==> config.mk <==
export PLATFORM = sky130hd
export DESIGN_NAME = muldiv_unit
export DESIGN_NICKNAME = d
export VERILOG_FILES = /design/src/rtl/muldiv_unit.sv
export SDC_FILE = /design/constraint.sdc
export NUM_CORES = 1
export LEC_CHECK = 0
export BUFFER_PORTS_ARGS = -buffer_cell sky130_fd_sc_hd__buf_4
export CORE_ASPECT_RATIO = 0.75
export CORE_MARGIN = 2
export CORE_UTILIZATION = 54
export CTS_CLUSTER_SIZE = 8
export DETAILED_ROUTE_END_ITERATION = 10
export MAX_ROUTING_LAYER = met4
export PLACE_DENSITY = 0.87
export SYNTH_ARGS = -nofsm -noshare
export SYNTH_HDL_FRONTEND = slang
export SYNTH_SLANG_ARGS = --single-unit
==> constraint.sdc <==
create_clock -name clk -period 3.7 [get_ports clk]
set_input_delay 0.555 -clock clk [delete_from_list [all_inputs] [get_ports clk]]
set_output_delay 0.555 -clock clk [all_outputs]
set_load 0.03 [all_outputs]
==> src/rtl/muldiv_unit.sv <==
// Iterative multiply/divide unit: 32 shift-add or restoring shift-subtract steps on magnitudes,
// then one cycle of sign correction into the architectural hi/lo registers.
module muldiv_unit #(
  parameter int W = 32
) (
  input  logic         clk,
  input  logic         rst_n,
  input  logic         start,
  input  logic [1:0]   op,
  input  logic [W-1:0] in1,
  input  logic [W-1:0] in2,
  input  logic         we_hi,
  input  logic         we_lo,
  input  logic [W-1:0] wdata,
  output logic         busy,
  output logic         done,
  output logic [W-1:0] hi,
  output logic [W-1:0] lo
);

  typedef enum logic [1:0] {S_IDLE, S_RUN, S_FIX, S_DONE} state_e;

  localparam logic [5:0] LAST = 6'(W - 1);

  function automatic logic [W-1:0] cneg(input logic [W-1:0] x, input logic en);
    return en ? -x : x;
  endfunction

  function automatic logic [2*W-1:0] cneg2(input logic [2*W-1:0] x, input logic en);
    return en ? -x : x;
  endfunction

  state_e         state_q, state_d;
  logic [5:0]     cnt_q, cnt_d;
  logic           div_q, div_d;
  logic           s1_q, s1_d, s2_q, s2_d;
  logic           dz_q, dz_d;
  logic [W-1:0]   hi_q, hi_d, lo_q, lo_d;
  logic [W-1:0]   acc_hi_q, acc_hi_d, acc_lo_q, acc_lo_d, b_q, b_d;

  logic           a_neg, b_neg;
  logic [W:0]     mul_sum;
  logic [W:0]     div_sh;
  logic           div_ge;
  logic [W-1:0]   div_rem;

  // op[0]=0 selects the signed flavour of both mult and div
  assign a_neg = ~op[0] & in1[W-1];
  assign b_neg = ~op[0] & in2[W-1];

  // acc_hi:acc_lo is the product shifting right for mult, remainder:dividend shifting left for div
  assign mul_sum = {1'b0, acc_hi_q} + (acc_lo_q[0] ? {1'b0, b_q} : '0);
  assign div_sh  = {acc_hi_q, acc_lo_q[W-1]};
  assign div_ge  = div_sh >= {1'b0, b_q};
  assign div_rem = div_sh[W-1:0] - b_q;

  always_comb begin
    state_d  = state_q;
    cnt_d    = cnt_q;
    div_d    = div_q;
    s1_d     = s1_q;
    s2_d     = s2_q;
    dz_d     = dz_q;
    hi_d     = hi_q;
    lo_d     = lo_q;
    acc_hi_d = acc_hi_q;
    acc_lo_d = acc_lo_q;
    b_d      = b_q;
    case (state_q)
      S_IDLE, S_DONE: begin
        if (start) begin
          div_d    = op[1];
          s1_d     = a_neg;
          s2_d     = b_neg;
          dz_d     = op[1] & (in2 == '0);
          acc_hi_d = '0;
          acc_lo_d = cneg(in1, a_neg);
          b_d      = cneg(in2, b_neg);
          cnt_d    = '0;
          state_d  = S_RUN;
        end else begin
          state_d = S_IDLE;
          if (we_hi) hi_d = wdata;
          if (we_lo) lo_d = wdata;
        end
      end
      S_RUN: begin
        cnt_d = cnt_q + 6'd1;
        if (div_q) begin
          acc_hi_d = div_ge ? div_rem : div_sh[W-1:0];
          acc_lo_d = {acc_lo_q[W-2:0], div_ge};
        end else begin
          acc_hi_d = mul_sum[W:1];
          acc_lo_d = {mul_sum[0], acc_lo_q[W-1:1]};
        end
        if (cnt_q == LAST) state_d = S_FIX;
      end
      S_FIX: begin
        // a zero divisor leaves the dividend magnitude in acc_hi, so the remainder path restores in1
        if (div_q) begin
          lo_d = dz_q ? '1 : cneg(acc_lo_q, s1_q ^ s2_q);
          hi_d = cneg(acc_hi_q, s1_q);
        end else begin
          {hi_d, lo_d} = cneg2({acc_hi_q, acc_lo_q}, s1_q ^ s2_q);
        end
        state_d = S_DONE;
      end
      default: state_d = S_IDLE;
    endcase
  end

  always_ff @(posedge clk) begin
    if (!rst_n) begin
      state_q <= S_IDLE;
      cnt_q   <= '0;
      div_q   <= 1'b0;
      s1_q    <= 1'b0;
      s2_q    <= 1'b0;
      dz_q    <= 1'b0;
      hi_q    <= '0;
      lo_q    <= '0;
    end else begin
      state_q <= state_d;
      cnt_q   <= cnt_d;
      div_q   <= div_d;
      s1_q    <= s1_d;
      s2_q    <= s2_d;
      dz_q    <= dz_d;
      hi_q    <= hi_d;
      lo_q    <= lo_d;
    end
  end

  always_ff @(posedge clk) begin
    acc_hi_q <= acc_hi_d;
    acc_lo_q <= acc_lo_d;
    b_q      <= b_d;
  end

  assign busy = (state_q == S_RUN) || (state_q == S_FIX);
  assign done = (state_q == S_DONE);
  assign hi   = hi_q;
  assign lo   = lo_q;

endmodule

# After elaboration in Yosys (flattened, before gate mapping)
# Cells that the tools add are included.
# Widths: inputs -> output; s select.
dict set report op_classes {
  bitwise 5
  magnitude_cmp 1
  reduce_logical 10
  n_eq_ne 9
  addsub 8
  mux 27
}
# cell n
set op_table {}
lappend op_table {{$mux 32} 17}
lappend op_table {{$pmux 32 s2} 4}
lappend op_table {{$neg 32->32} 4}
lappend op_table {{$mux 64} 1}
lappend op_table {{$neg 64->64} 1}
lappend op_table {{$add 32x32->33} 1}
lappend op_table {{$ge 33x32->1} 1}
lappend op_table {{$logic_not 32->1} 1}
lappend op_table {{$sub 32x32->32} 1}
lappend op_table {{$pmux 6 s2} 1}
lappend op_table {{$ne 2x2->1 const B} 5}
lappend op_table {{$add 6x1->6 const B} 1}
lappend op_table {{$eq 6x5->1 const B} 1}
lappend op_table {{$mux 6} 1}
lappend op_table {{$pmux 2 s3} 1}
lappend op_table {{$reduce_and 3->1} 2}
lappend op_table {{$eq 2x2->1 const B} 2}
lappend op_table {{$reduce_and 2->1} 2}
lappend op_table {{$reduce_bool 2->1} 2}
lappend op_table {{$and 1x1->1} 3}
lappend op_table {{$eq 2x1->1 const B} 1}
lappend op_table {{$logic_not 2->1} 1}
lappend op_table {{$mux 2} 1}
lappend op_table {{$reduce_or 2->1} 1}
lappend op_table {{4 further kinds} 4}
dict set report totals {
  inputBits 103
  word_cells 71
  reg_bits 172
  out_inout_bits 66
}

# Longest topological paths before layout
# Gate-level depths: netlist (run 1).
dict set report depth {
  word_depth 5
  depth_mapped 13
}

# Worst setup path before layout (run 1)
# No wires, ideal clock.
dict set report synth_path {
  path_kind {flip-flop to flip-flop}
  start {register acc_lo_q[0]}
  end {register acc_hi_q[30] (data pin)}
  t_arrival_ns 3.308
  path_stages_with_launch 14
  setup_slack_ns 0.131
  required_time_ns 3.439
  path_buffers 1
  path_cell_list {edfxtp_1 inv_1 clkbuf_1 nor2_1 ha_1 nand3_1 nor4_1 nor3_1 a21oi_1 a31o_2 a21oi_1 o41a_1 xnor2_1 a221o_1}
}
dict set report synth_between {
  elab_chain_len 4
}
# element line_no
set synth_lines {}
lappend synth_lines {{start: declaration} 39} ;# logic [W-1:0] acc_hi_q, acc_hi_d, acc_lo_q, acc_lo_d, b_q, b_d;
lappend synth_lines {{start signal: assignment} 136} ;# acc_lo_q <= acc_lo_d;
lappend synth_lines {{$mux 32} 52} ;# assign mul_sum = {1'b0, acc_hi_q} + (acc_lo_q[0] ? {1'b0, b_q} : '0);
lappend synth_lines {{$add 32x32->33} 52}
lappend synth_lines {{$mux 32} 89} ;# if (div_q) begin
lappend synth_lines {{$pmux 32 s2} 69} ;# case (state_q)
lappend synth_lines {{end signal: assignment} 135} ;# acc_hi_q <= acc_hi_d;
lappend synth_lines {{end: declaration} 39}
# Every way passes these cells.
# A chain may end at the register's enable or synchronous reset.

# Final worst setup path (run 1)
# Ends and elaborated chain as after synthesis.

==> run_summary.xml, run 1 <==
<?xml version="1.0" encoding="UTF-8"?>
<metrics>
  <group name="clock_network">
    <metric name="cts-root-to-sink-buffers" unit="">2</metric>
    <metric name="tritoncts" unit="">done</metric>
    <metric name="hold_buffers" unit="">0</metric>
    <metric name="htreeDepth" unit="">4</metric>
    <metric name="clock_latency_of_the_later_clocked_register_in_the_worst_skew_pair" unit="ns">0.45</metric>
    <metric name="cts_inserted_buffers" unit="">17</metric>
    <metric name="clk_root_buffer_cell" unit="">clkbuf_16</metric>
    <metric name="cts_num_sinks" unit="">172</metric>
    <metric name="cts.reportedPaths.clkPinSlew" unit="ns">0.07</metric>
  </group>
  <group name="floorplan">
    <metric name="design.core.area" unit="sq mm">0.02584</metric>
    <metric name="start_util" unit="">0.5462</metric>
    <metric name="rows" unit="">51</metric>
    <metric name="fp.dieArea" unit="sq mm">0.02746</metric>
    <metric name="die_w" unit="um">190.7</metric>
    <metric name="io_pins" unit="">169</metric>
    <metric name="die-height" unit="um">144.0</metric>
  </group>
  <group name="placed_design">
    <metric name="final_weighted_congestion_in_routability_driven_placement" unit="">0.9977</metric>
    <metric name="post-place-ws" unit="ns">-0.01327</metric>
    <metric name="postPlaceCellArea" unit="sq mm">0.01612</metric>
    <metric name="dpl.hpwl" unit="um">36220</metric>
    <metric name="port_buffers" unit="">168</metric>
  </group>
  <group name="logic_synthesis">
    <metric name="synth_sequential_area_ratio" unit="">0.3120</metric>
    <metric name="mappedNetlistNets" unit="">1898</metric>
    <metric name="post_synthesis_cell_type_count" unit="">75</metric>
    <metric name="yosys-top-cells-area" unit="">edfxtp_1, dfxtp_1, ha_1</metric>
    <metric name="synth_ff_type" unit="">edfxtp_1</metric>
    <metric name="share_of_the_synthesized_area_in_the_top_cell_type" unit="">0.2042</metric>
    <metric name="number_of_synthesized_flops_with_an_enable_pin" unit="">96</metric>
    <metric name="synth_async_sr_flop_share" unit="">0</metric>
    <metric name="post_synth.cell_area_avg" unit="sq um">8.202</metric>
    <metric name="synth-seq-cells" unit="">172</metric>
    <metric name="synth_top_area_cell" unit="">edfxtp_1</metric>
    <metric name="synth_area" unit="sq mm">0.01411</metric>
    <metric name="synth_warnings" unit="">0</metric>
    <metric name="syn_inst" unit="">1721</metric>
  </group>
  <group name="power_and_ir_drop">
    <metric name="power_leakage" unit="nW">6.956</metric>
    <metric name="pwr-share-clk" unit="">0.112</metric>
    <metric name="switchingPower" unit="W">0.008399</metric>
    <metric name="max-vdd-ir-drop" unit="mV">0.9084</metric>
    <metric name="power_density" unit="mW/mm^2">987.4</metric>
    <metric name="p_int" unit="W">0.008137</metric>
    <metric name="p_sw_frac" unit="">0.5079</metric>
    <metric name="power_frac_seq" unit="">0.231</metric>
    <metric name="portion_of_total_power_attributed_to_combinational_logic" unit="">0.657</metric>
  </group>
  <group name="final_layout">
    <metric name="final_layout_size_suffix_gt1_frac" unit="">0.1639</metric>
    <metric name="syn_to_final_growth" unit="%">18.65</metric>
    <metric name="most_common_library_cell_in_the_layout_ignoring_fill_and_taps" unit="">buf_4</metric>
    <metric name="antenna-diode-count" unit="">0</metric>
    <metric name="final_design_area_no_fill" unit="sq mm">0.01675</metric>
    <metric name="final_nets" unit="">2075</metric>
    <metric name="layout_common_cells" unit="">buf_4, nor2_1, a21oi_1, nand2_1, o21ai_0</metric>
  </group>
  <group name="setup_path">
    <metric name="timing.reg2reg.setup_slack" unit="ns">0.07</metric>
    <metric name="critical_path_required" unit="ns">3.90</metric>
    <metric name="startpoint_type" unit="">flop</metric>
    <metric name="path_max_fanout" unit="">17</metric>
    <metric name="critical_path_class" unit="">reg2reg</metric>
    <metric name="worst_ep_arrival_time" unit="ns">3.83</metric>
    <metric name="end_kind" unit="">flop</metric>
  </group>
  <group name="job">
    <metric name="number_of_max_cap_violations" unit="">0</metric>
  </group>
  <group name="sta">
    <metric name="tightest_slew" unit="ns">1.089</metric>
    <metric name="finClkSkew" unit="ns">0.01307</metric>
    <metric name="layout_min_cycle_time" unit="ns">3.628</metric>
    <metric name="timing.max_slew.rel_slack" unit="">0.2743</metric>
    <metric name="final_min_period_over_clock_period" unit="">0.9806</metric>
    <metric name="timing_hold_violations_final" unit="">0</metric>
    <metric name="grt_setup_unrepaired" unit="">yes</metric>
    <metric name="max_freq" unit="MHz">275.6</metric>
    <metric name="slew_viol_final" unit="">0</metric>
    <metric name="worst_slack" unit="ns">0.07196</metric>
    <metric name="finalSetupViolations" unit="">0</metric>
  </group>
  <group name="routing">
    <metric name="route.vias.total" unit="">14541</metric>
    <metric name="detail_route.wl_per_cell" unit="um">21.00</metric>
    <metric name="first_pass_iters" unit="">5</metric>
    <metric name="postRouteWirelength" unit="um">47330</metric>
    <metric name="avgViaCountPerCell" unit="">6.451</metric>
    <metric name="drt_iter0_markers" unit="">1792</metric>
    <metric name="final_antenna_net_count" unit="">0</metric>
    <metric name="detail_route.drc_violations" unit="">0</metric>
  </group>
  <group name="global_routing">
    <metric name="grt_max_degree" unit="">86</metric>
    <metric name="grt.total_usage" unit="">0.3491</metric>
    <metric name="wire_length_of_the_first_global_routing_pass" unit="um">72040</metric>
    <metric name="grt_overflow" unit="">0</metric>
    <metric name="initial_antenna_violation_count" unit="">0</metric>
    <metric name="grt_pass1_vias" unit="">13035</metric>
  </group>
  <group name="hold_path">
    <metric name="min_path_type" unit="">in2reg</metric>
  </group>
  <group name="run_status">
    <metric name="outcome" unit="">finished clean</metric>
  </group>
</metrics>
cells in the mapped netlist, drive strengths merged (12+ instances only):
| cell type | number |
|---|---|
| nor4 | 19 |
| ha | 72 |
| a31oi | 18 |
| nand4 | 14 |
| o31ai | 14 |
| or3 | 19 |
| a211oi | 26 |
| o21ai | 118 |
| mux2i | 51 |
| o211ai | 22 |
| nand3 | 29 |
| o221ai | 32 |
| edfxtp | 96 |
| inv | 69 |
| clkbuf | 83 |
| nor2b | 23 |
| dfxtp | 76 |
| nor2 | 184 |
| o41ai | 12 |
| nand2b | 12 |
| xnor2 | 93 |
| nand2 | 144 |
| nor3 | 45 |
| a21o | 26 |
| a21boi | 41 |
| xor2 | 82 |
| a21oi | 166 |
sequential cells by signal (all words and copies together), names as in the netlist, 2 cells and up:
name      flops
acc_hi_q     32
acc_lo_q     32
b_q          32
hi           32
lo           32
cnt_q         6
state_q       2
worst max-delay path: stages, from the launching register on:
cell and delay, ns:
edfxtp_1 0.41, inv_1 0.15, buf_12 0.17, nor2_1 0.05
ha_1 0.38, a21oi_1 0.13, a211oi_1 0.39, o41ai_1 0.16
a21oi_2 0.20, a31o_2 0.26, a21oi_1 0.12, o41a_1 0.44
xnor2_1 0.15, a221o_1 0.35
stage by stage:
| stage | TNS, ns | cells | hold WS, ns | util | power, W |
|---|---|---|---|---|---|
| 2_1_floorplan | 0 | 1721 | 0.4706 | - | 0.01057 |
| 3_3_place_gp | 0 | 2223 | 0.4532 | 0.6239 | 0.01399 |
| 3_5_place_dp | -0.01327 | 2223 | 0.4618 | 0.6239 | 0.01421 |
| 4_1_cts | 0 | 2254 | 0.3260 | 0.6469 | 0.01610 |
| 5_1_grt | -0.03355 | 2254 | 0.3338 | 0.6480 | 0.01743 |
| 6_report | 0 | 2254 | 0.3412 | 0.6480 | 0.01654 |
layer usage:
| layer | part of all wire | wire length [um] | global-route usage | vias to the layer above |
|---|---|---|---|---|
| met5 | 0 | 0 | - | - |
| met4 | 0.030 | 1402 | 0.1155 | 0 |
| met3 | 0.14 | 6481 | 0.09682 | 118 |
| met2 | 0.41 | 19220 | 0.4836 | 958 |
| met1 | 0.43 | 20230 | 0.4878 | 6799 |
| li1 | - | - | - | 6666 |
power groups by stage:
stage,combinational [W],clock (W),sequential [W]
4_1_cts,0.0105,0.00184,0.00376
2_1_floorplan,0.00647,0,0.00409
5_1_grt,0.0116,0.00192,0.00387
3_5_place_dp,0.0104,0,0.00380
6_report,0.0109,0.00184,0.00383
3_3_place_gp,0.0102,0,0.00377
cell type report:
type	instances	area, sq um
Sequential cell	172	4405
Tap cell	344	430.4
Multi-Input combinational cell	1387	9145
Fill cell	2160	9096
Timing Repair Buffer	250	1914
Clock inverter	6	46.29
Inverter	70	262.8
Clock buffer	25	543.0
kinds of logic (layout without fill, tap and decap cells):
| kind of cell | Yosys count | after routing | share of synthesized area |
|---|---|---|---|
| XOR/XNOR | 175 | 175 | 0.1086 |
| buffers and inverters | 162 | 351 | 0.04397 |
| AO/OA/AOI/OAI | 545 | 545 | 0.2484 |
| multiplexers | 51 | 51 | 0.03617 |
| flip-flops | 172 | 172 | 0.3120 |
| AND/OR/NAND/NOR | 542 | 542 | 0.1842 |
| adder cells (fa/ha/maj) | 74 | 74 | 0.06666 |
timing repair:
item,in CTS,in global routing
buffers inserted,0,0
cloned,0,0
endpoints found under the setup margin,1,16
endpoints found under the hold margin,0,0
pin swaps,0,1
gates resized for setup,1,8
final timing paths:
kind,end,start,depth (start not counted)
worst min-delay path,b_q[0],in2[0],1
worst max register to register,acc_hi_q[30],acc_lo_q[0],13
worst min register to register,lo[21],lo[21],2
worst max-delay path,acc_hi_q[30],acc_lo_q[0],13
No activity file was read; power rests on OpenSTA's default activity.
==> run 2, diff against run 1 <==
--- a/config.mk
+++ b/config.mk
@@ -12,7 +12,7 @@
 export CTS_CLUSTER_SIZE = 8
 export DETAILED_ROUTE_END_ITERATION = 10
 export MAX_ROUTING_LAYER = met4
-export PLACE_DENSITY = 0.87
+export PLACE_DENSITY = 0.77
 export SYNTH_ARGS = -nofsm -noshare
 export SYNTH_HDL_FRONTEND = slang
 export SYNTH_SLANG_ARGS = --single-unit
==> run 2 against run 1 <==
Compared with the run above:
- via count fell by 2.2%
- sequential cell count did not move
- die area did not move
- hold slack improved by 0.012 ns
- total power fell by 0.88%
- clock power rose by 2%
- register-to-register slack improved by 0.06 ns
- combinational power barely moved
==> run_summary.xml, run 2 (synthesized netlist as in run 1, its figures left out) <==
<?xml version="1.0" encoding="UTF-8"?>
<metrics>
  <group name="run_status">
    <metric name="outcome" unit="">finished clean</metric>
  </group>
  <group name="global_routing">
    <metric name="grtUsageMet1" unit="">0.5261</metric>
    <metric name="groute.layer.met3.usage" unit="">0.06576</metric>
    <metric name="grt.total_usage" unit="">0.3511</metric>
    <metric name="grt_most_used_layer" unit="">met1</metric>
    <metric name="grt_overflow" unit="">0</metric>
    <metric name="wire_length_of_the_first_global_routing_pass" unit="um">72160</metric>
    <metric name="grt_pass1_vias" unit="">12549</metric>
    <metric name="grt_use_met2" unit="">0.4852</metric>
    <metric name="initial_antenna_violation_count" unit="">0</metric>
    <metric name="grt_max_degree" unit="">85</metric>
  </group>
  <group name="routing">
    <metric name="drt_iter0_markers" unit="">1621</metric>
    <metric name="postRouteWirelength" unit="um">47380</metric>
    <metric name="detail_route.drc_violations" unit="">0</metric>
    <metric name="detail_route.wl_per_cell" unit="um">21.18</metric>
    <metric name="avgViaCountPerCell" unit="">6.359</metric>
    <metric name="route.vias.total" unit="">14226</metric>
    <metric name="final_antenna_net_count" unit="">0</metric>
    <metric name="first_pass_iters" unit="">5</metric>
  </group>
  <group name="placed_design">
    <metric name="final_weighted_congestion_in_routability_driven_placement" unit="">1.061</metric>
    <metric name="dpl.hpwl" unit="um">36720</metric>
    <metric name="post-place-cells" unit="">2205</metric>
    <metric name="post-place-ws" unit="ns">0.07241</metric>
    <metric name="port_buffers" unit="">168</metric>
  </group>
  <group name="setup_path">
    <metric name="crit_path_cell_trace" unit="">inv_1 -&gt; buf_12 -&gt; nor2_1 -&gt; ha_1 -&gt; and2_2 -&gt; a32o_1 -&gt; o41ai_2 -&gt; a21oi_2 -&gt; a31o_2 -&gt; buf_4 -&gt; a31o_2 -&gt; a21oi_1 -&gt; xnor2_1 -&gt; a22o_1</metric>
    <metric name="crit_cells" unit="">14</metric>
    <metric name="critical_path_required" unit="ns">3.90</metric>
    <metric name="path_max_fanout" unit="">18</metric>
    <metric name="end_kind" unit="">flop</metric>
    <metric name="timing.critical_path.buf_inv" unit="">3</metric>
    <metric name="worst_ep_arrival_time" unit="ns">3.77</metric>
    <metric name="cpLargestDelayFamily" unit="">compound AO/OA/AOI/OAI gates</metric>
    <metric name="critical_path_class" unit="">reg2reg</metric>
    <metric name="critPathLaunch" unit="">acc_lo_q[0]</metric>
    <metric name="startpoint_type" unit="">flop</metric>
    <metric name="timing.rr.end" unit="">acc_hi_q[28]</metric>
    <metric name="crit_path_top_delay_cell" unit="">edfxtp_1</metric>
    <metric name="cpMostUsedCell" unit="">a31o_2</metric>
    <metric name="worstRegToRegCells" unit="">14</metric>
    <metric name="crit_path_end" unit="">acc_hi_q[28]</metric>
    <metric name="regToRegStartpoint" unit="">acc_lo_q[0]</metric>
    <metric name="timing.critical_path.slowest_cell_delay" unit="ns">0.39</metric>
    <metric name="timing.reg2reg.setup_slack" unit="ns">0.13</metric>
  </group>
  <group name="sta">
    <metric name="worst_slack" unit="ns">0.1286</metric>
    <metric name="timing_hold_violations_final" unit="">0</metric>
    <metric name="slew_viol_final" unit="">0</metric>
    <metric name="layout_min_cycle_time" unit="ns">3.571</metric>
    <metric name="tightest_slew" unit="ns">1.060</metric>
    <metric name="max_freq" unit="MHz">280.0</metric>
    <metric name="finClkSkew" unit="ns">0.01256</metric>
    <metric name="finalSetupViolations" unit="">0</metric>
    <metric name="final_min_period_over_clock_period" unit="">0.9652</metric>
    <metric name="timing.max_slew.rel_slack" unit="">0.2932</metric>
  </group>
  <group name="hold_path">
    <metric name="min_path_type" unit="">in2reg</metric>
  </group>
  <group name="clock_network">
    <metric name="clock_latency_of_the_later_clocked_register_in_the_worst_skew_pair" unit="ns">0.45</metric>
    <metric name="tritoncts" unit="">done</metric>
    <metric name="hold_buffers" unit="">0</metric>
    <metric name="cts_num_sinks" unit="">172</metric>
    <metric name="cts.reportedPaths.clkPinSlew" unit="ns">0.07</metric>
    <metric name="htreeDepth" unit="">4</metric>
    <metric name="cts-root-to-sink-buffers" unit="">2</metric>
    <metric name="clk_root_buffer_cell" unit="">clkbuf_16</metric>
    <metric name="cts_inserted_buffers" unit="">17</metric>
  </group>
  <group name="power_and_ir_drop">
    <metric name="portion_of_total_power_attributed_to_combinational_logic" unit="">0.646</metric>
    <metric name="switchingPower" unit="W">0.008402</metric>
    <metric name="pwr-share-clk" unit="">0.115</metric>
    <metric name="p_sw_frac" unit="">0.5126</metric>
    <metric name="power_density" unit="mW/mm^2">985.2</metric>
    <metric name="power_frac_seq" unit="">0.239</metric>
    <metric name="max-vdd-ir-drop" unit="mV">0.6704</metric>
    <metric name="power_leakage" unit="nW">6.869</metric>
    <metric name="p_int" unit="W">0.007988</metric>
  </group>
  <group name="floorplan">
    <metric name="fp.dieArea" unit="sq mm">0.02746</metric>
    <metric name="die_w" unit="um">190.7</metric>
    <metric name="io_pins" unit="">169</metric>
    <metric name="die-height" unit="um">144.0</metric>
    <metric name="design.core.area" unit="sq mm">0.02584</metric>
    <metric name="start_util" unit="">0.5462</metric>
    <metric name="rows" unit="">51</metric>
  </group>
  <group name="final_layout">
    <metric name="final_nets" unit="">2057</metric>
    <metric name="layout_common_cells" unit="">buf_4, nor2_1, a21oi_1, nand2_1, o21ai_0</metric>
    <metric name="antenna-diode-count" unit="">0</metric>
    <metric name="most_common_library_cell_in_the_layout_ignoring_fill_and_taps" unit="">buf_4</metric>
    <metric name="finish.cell_count_without_fillers" unit="">2237</metric>
    <metric name="utilization" unit="">0.6438</metric>
    <metric name="multi_input_area" unit="sq mm">0.009161</metric>
    <metric name="final_layout_size_suffix_gt1_frac" unit="">0.1601</metric>
    <metric name="nFillCells" unit="">2264</metric>
    <metric name="footprint_of_the_flip_flops_and_latches" unit="sq mm">0.004408</metric>
    <metric name="syn_to_final_growth" unit="%">17.87</metric>
  </group>
  <group name="job">
    <metric name="number_of_max_cap_violations" unit="">0</metric>
  </group>
</metrics>
## run 2: repair_timing
item                       CTS  global route
setup buffers                0             0
resized for setup            0            13
setup endpoints to repair    0            12
## run 2: layout make-up
class	count	share of cell area
Multi-Input combinational cell	1387	0.5507
Tap cell	344	0.02587
Sequential cell	172	0.2649
Inverter	70	0.01579
Timing Repair Buffer	232	0.1069
Clock inverter	13	0.008498
Clock buffer	19	0.02730
## run 2: per-stage QoR
step                      total power, W  hold slack (ns)  cell area [sq um]  setup TNS, ns
after floorplan                  0.01057           0.4706              14110              0
after global placement           0.01403           0.4528              15990              0
after detailed placement         0.01413           0.4614              15990              0
after CTS                        0.01605           0.3350              16590              0
after global routing             0.01739           0.3396              16640      -0.006095
final                            0.01639           0.3527              16640              0
## run 2: layer usage
metal  vias up  wire length [um]
met5         -                 0
met4         0               917
met3        71              5137
met2       746             19510
met1      6764             21810
li1       6645                 -
## run 2: worst register-to-register path, stage by stage (launching register included)
cell and delay (ns):
edfxtp_1 0.39, inv_1 0.15, buf_12 0.17, nor2_1 0.07, ha_1 0.35, and2_2 0.27, a32o_1 0.30, o41ai_2 0.31
a21oi_2 0.10, a31o_2 0.31, buf_4 0.17, a31o_2 0.23, a21oi_1 0.17, xnor2_1 0.10, a22o_1 0.24
## run 2: worst min-delay path by stage
stage                   from  endpoint  slack (ns)  cells after the start
floorplan           cnt_q[5]  cnt_q[5]        0.47                      2
global placement       lo[8]     lo[8]        0.45                      2
detailed placement    lo[25]    lo[25]        0.46                      2
CTS                   in2[0]    b_q[0]        0.34                      1
global route          in2[0]    b_q[0]        0.34                      1
finish                in2[0]    b_q[0]        0.35                      1
## run 2: power by group through the flow
stage / clock [W] / sequential, W / combinational, W
after CTS: 0.00188 / 0.00388 / 0.0103
after global placement: 0 / 0.00389 / 0.0101
after global routing: 0.00196 / 0.00398 / 0.0114
after detailed placement: 0 / 0.00392 / 0.0102
final: 0.00188 / 0.00392 / 0.0106
after floorplan: 0 / 0.00409 / 0.00647
==> run 3, diff against run 2 <==
==> config.mk (replaced) <==
export PLATFORM = sky130hd
export DESIGN_NAME = muldiv_unit
export DESIGN_NICKNAME = d
export VERILOG_FILES = /design/src/rtl/muldiv_unit.sv
export SDC_FILE = /design/constraint.sdc
export NUM_CORES = 1
export LEC_CHECK = 0
export CELL_PAD_IN_SITES_DETAIL_PLACEMENT = 0
export CELL_PAD_IN_SITES_GLOBAL_PLACEMENT = 1
export CORE_ASPECT_RATIO = 0.75
export CORE_MARGIN = 2
export CORE_UTILIZATION = 44
export CTS_CLUSTER_SIZE = 8
export DETAILED_ROUTE_END_ITERATION = 10
export DONT_BUFFER_PORTS = 1
export MAX_ROUTING_LAYER = met4
export PLACE_DENSITY = 0.76
export SYNTH_ARGS = -nofsm -noshare
export SYNTH_HDL_FRONTEND = slang
export SYNTH_SLANG_ARGS = --single-unit
==> run 3 against run 2 <==
Compared with the run above:
- clock power is 6% higher
- clock-buffer cell count is 2 lower
- critical path type unchanged
- fmax is 1.8% higher
- routed wire length is 0.71% lower
- register-to-register slack better by 0.06 ns
==> run_summary.xml, run 3 (synthesized netlist as in run 1, its figures left out) <==
<?xml version="1.0" encoding="UTF-8"?>
<metrics>
  <group name="run_status">
    <metric name="outcome" unit="">finished clean</metric>
  </group>
  <group name="placed_design">
    <metric name="dpl.hpwl" unit="um">36490</metric>
    <metric name="port_buffers" unit="">0</metric>
    <metric name="final_weighted_congestion_in_routability_driven_placement" unit="">0.9443</metric>
    <metric name="post-place-cells" unit="">2112</metric>
  </group>
  <group name="routing">
    <metric name="route.vias.total" unit="">13133</metric>
    <metric name="detail_route.drc_violations" unit="">0</metric>
    <metric name="drt_iter0_markers" unit="">1324</metric>
    <metric name="first_pass_iters" unit="">5</metric>
    <metric name="detail_route.wl_per_cell" unit="um">21.92</metric>
    <metric name="avgViaCountPerCell" unit="">6.120</metric>
    <metric name="postRouteWirelength" unit="um">47040</metric>
    <metric name="final_antenna_net_count" unit="">0</metric>
  </group>
  <group name="floorplan">
    <metric name="die_w" unit="um">210.8</metric>
    <metric name="fp.dieArea" unit="sq mm">0.03354</metric>
    <metric name="io_pins" unit="">169</metric>
    <metric name="design.core.area" unit="sq mm">0.03139</metric>
    <metric name="rows" unit="">56</metric>
    <metric name="start_util" unit="">0.4497</metric>
    <metric name="die-height" unit="um">159.1</metric>
  </group>
  <group name="sta">
    <metric name="timing_hold_violations_final" unit="">0</metric>
    <metric name="layout_min_cycle_time" unit="ns">3.507</metric>
    <metric name="finClkSkew" unit="ns">0.01843</metric>
    <metric name="slew_viol_final" unit="">0</metric>
    <metric name="tightest_slew" unit="ns">1.004</metric>
    <metric name="grt_setup_unrepaired" unit="">no</metric>
    <metric name="timing.max_slew.rel_slack" unit="">0.3309</metric>
    <metric name="final_min_period_over_clock_period" unit="">0.9479</metric>
    <metric name="max_freq" unit="MHz">285.1</metric>
    <metric name="whs" unit="ns">0.1996</metric>
    <metric name="finalSetupViolations" unit="">0</metric>
  </group>
  <group name="final_layout">
    <metric name="syn_to_final_growth" unit="%">10.76</metric>
    <metric name="final_layout_size_suffix_gt1_frac" unit="">0.08511</metric>
    <metric name="utilization" unit="">0.4980</metric>
    <metric name="multi_input_area" unit="sq mm">0.009179</metric>
    <metric name="finish.cell_count_without_fillers" unit="">2146</metric>
    <metric name="nFillCells" unit="">3049</metric>
    <metric name="footprint_of_the_flip_flops_and_latches" unit="sq mm">0.004408</metric>
    <metric name="layout_common_cells" unit="">nor2_1, a21oi_1, nand2_1, o21ai_0, edfxtp_1</metric>
    <metric name="final_nets" unit="">1903</metric>
    <metric name="most_common_library_cell_in_the_layout_ignoring_fill_and_taps" unit="">nor2_1</metric>
  </group>
  <group name="setup_path">
    <metric name="cpLargestDelayFamily" unit="">compound AO/OA/AOI/OAI gates</metric>
    <metric name="startpoint_type" unit="">flop</metric>
    <metric name="end_kind" unit="">flop</metric>
    <metric name="crit_path_top_delay_cell" unit="">o41a_1</metric>
    <metric name="timing.critical_path.slowest_cell_delay" unit="ns">0.44</metric>
    <metric name="crit_path_cell_trace" unit="">inv_1 -&gt; buf_12 -&gt; nor2_1 -&gt; ha_1 -&gt; a21oi_1 -&gt; a211oi_1 -&gt; o41ai_1 -&gt; a21oi_2 -&gt; a31o_4 -&gt; a21oi_1 -&gt; o41a_1 -&gt; xnor2_1 -&gt; a221o_1</metric>
    <metric name="cpMostUsedCell" unit="">a21oi_1</metric>
    <metric name="worst_ep_arrival_time" unit="ns">3.72</metric>
    <metric name="path_max_fanout" unit="">18</metric>
    <metric name="timing.critical_path.buf_inv" unit="">2</metric>
    <metric name="critical_path_required" unit="ns">3.91</metric>
    <metric name="critical_path_class" unit="">reg2reg</metric>
  </group>
  <group name="clock_network">
    <metric name="tritoncts" unit="">done</metric>
    <metric name="clock_latency_of_the_later_clocked_register_in_the_worst_skew_pair" unit="ns">0.46</metric>
    <metric name="cts.reportedPaths.clkPinSlew" unit="ns">0.08</metric>
    <metric name="hold_buffers" unit="">0</metric>
    <metric name="cts-root-to-sink-buffers" unit="">2</metric>
    <metric name="cts_inserted_buffers" unit="">17</metric>
    <metric name="htreeDepth" unit="">4</metric>
    <metric name="clk_root_buffer_cell" unit="">clkbuf_16</metric>
    <metric name="cts_num_sinks" unit="">172</metric>
  </group>
  <group name="global_routing">
    <metric name="grt.total_usage" unit="">0.2840</metric>
    <metric name="grt_pass1_vias" unit="">11839</metric>
    <metric name="grt_overflow" unit="">0</metric>
    <metric name="wire_length_of_the_first_global_routing_pass" unit="um">71460</metric>
    <metric name="grt_max_degree" unit="">86</metric>
    <metric name="initial_antenna_violation_count" unit="">1</metric>
  </group>
  <group name="hold_path">
    <metric name="min_path_type" unit="">in2reg</metric>
  </group>
  <group name="power_and_ir_drop">
    <metric name="overall_power" unit="W">0.01602</metric>
    <metric name="power_leakage" unit="nW">6.117</metric>
    <metric name="power_density" unit="mW/mm^2">1025</metric>
    <metric name="max-vdd-ir-drop" unit="mV">0.4312</metric>
  </group>
  <group name="job">
    <metric name="number_of_max_cap_violations" unit="">0</metric>
  </group>
</metrics>
-- run 3: cell count changes in the layout (fill, tap and decap cells not counted), sizes merged --
cell      before  now
diode          0    1
clkbuf        19   17
bufinv         1    0
clkinv         3    6
buf          232   78
inv           79   78
clkinvlp       0    1
-- run 3: worst reg2reg max path, cell delays in order, from the launching register on --
cell      delay [ns]
edfxtp_1        0.39
inv_1           0.13
buf_12          0.17
nor2_1          0.06
ha_1            0.37
a21oi_1         0.13
a211oi_1        0.37
o41ai_1         0.16
a21oi_2         0.22
a31o_4          0.25
a21oi_1         0.11
o41a_1          0.44
xnor2_1         0.13
a221o_1         0.33
-- run 3: through the flow --
step | setup WS [ns] | TNS (ns) | cell area [sq um]
after floorplan | 0.1307 | 0 | 14110
after global placement | 0.01252 | 0 | 14920
after detailed placement | -0.06655 | -0.06655 | 14920
after CTS | 0.05349 | 0 | 15570
after global routing | 0.003441 | 0 | 15630
final | 0.1926 | 0 | 15630
-- run 3: final timing paths --
path	start	end	slack [ns]	depth (start not counted)
setup / recovery	acc_lo_q[0]	acc_hi_q[30]	0.19	13
hold / removal	in2[0]	b_q[0]	0.20	0
setup reg to reg	acc_lo_q[0]	acc_hi_q[30]	0.19	13
hold reg to reg	cnt_q[4]	cnt_q[4]	0.51	2
-- run 3: repair_timing --
item / in CTS / in global routing
gates resized for setup: 1 / 12
endpoints found under the setup margin: 1 / 12
pin swaps: 0 / 1
buffers inserted: 0 / 1
-- run 3: per-layer routing --
| metal | vias to the layer above | routed length [um] | GRT usage |
|---|---|---|---|
| met2 | 473 | 19850 | 0.3921 |
| li1 | 6327 | - | - |
| met1 | 6277 | 22840 | 0.4190 |
| met5 | - | 0 | - |
| met4 | 0 | 893 | 0.06946 |
| met3 | 56 | 3461 | 0.05858 |
-- run 3: layout make-up --
| type | instances | share of cell area |
|---|---|---|
| multi-input combinational | 1387 | 0.5871 |
| sequential | 172 | 0.2820 |
| timing repair buffer | 78 | 0.03986 |
| tap | 406 | 0.03249 |
| clock buffer | 17 | 0.02721 |
| inverter | 70 | 0.01681 |
| clock inverter | 15 | 0.01441 |
| antenna | 1 | 0.0001601 |
-- run 3: power by group --
group | switching, W | total [W] | internal (W)
logic | 0.00600 | 0.00970 | 0.00370
registers | 0.00129 | 0.00433 | 0.00304
clock network | 0.00103 | 0.00199 | 0.000960
total | 0.00833 | 0.0160 | 0.00769
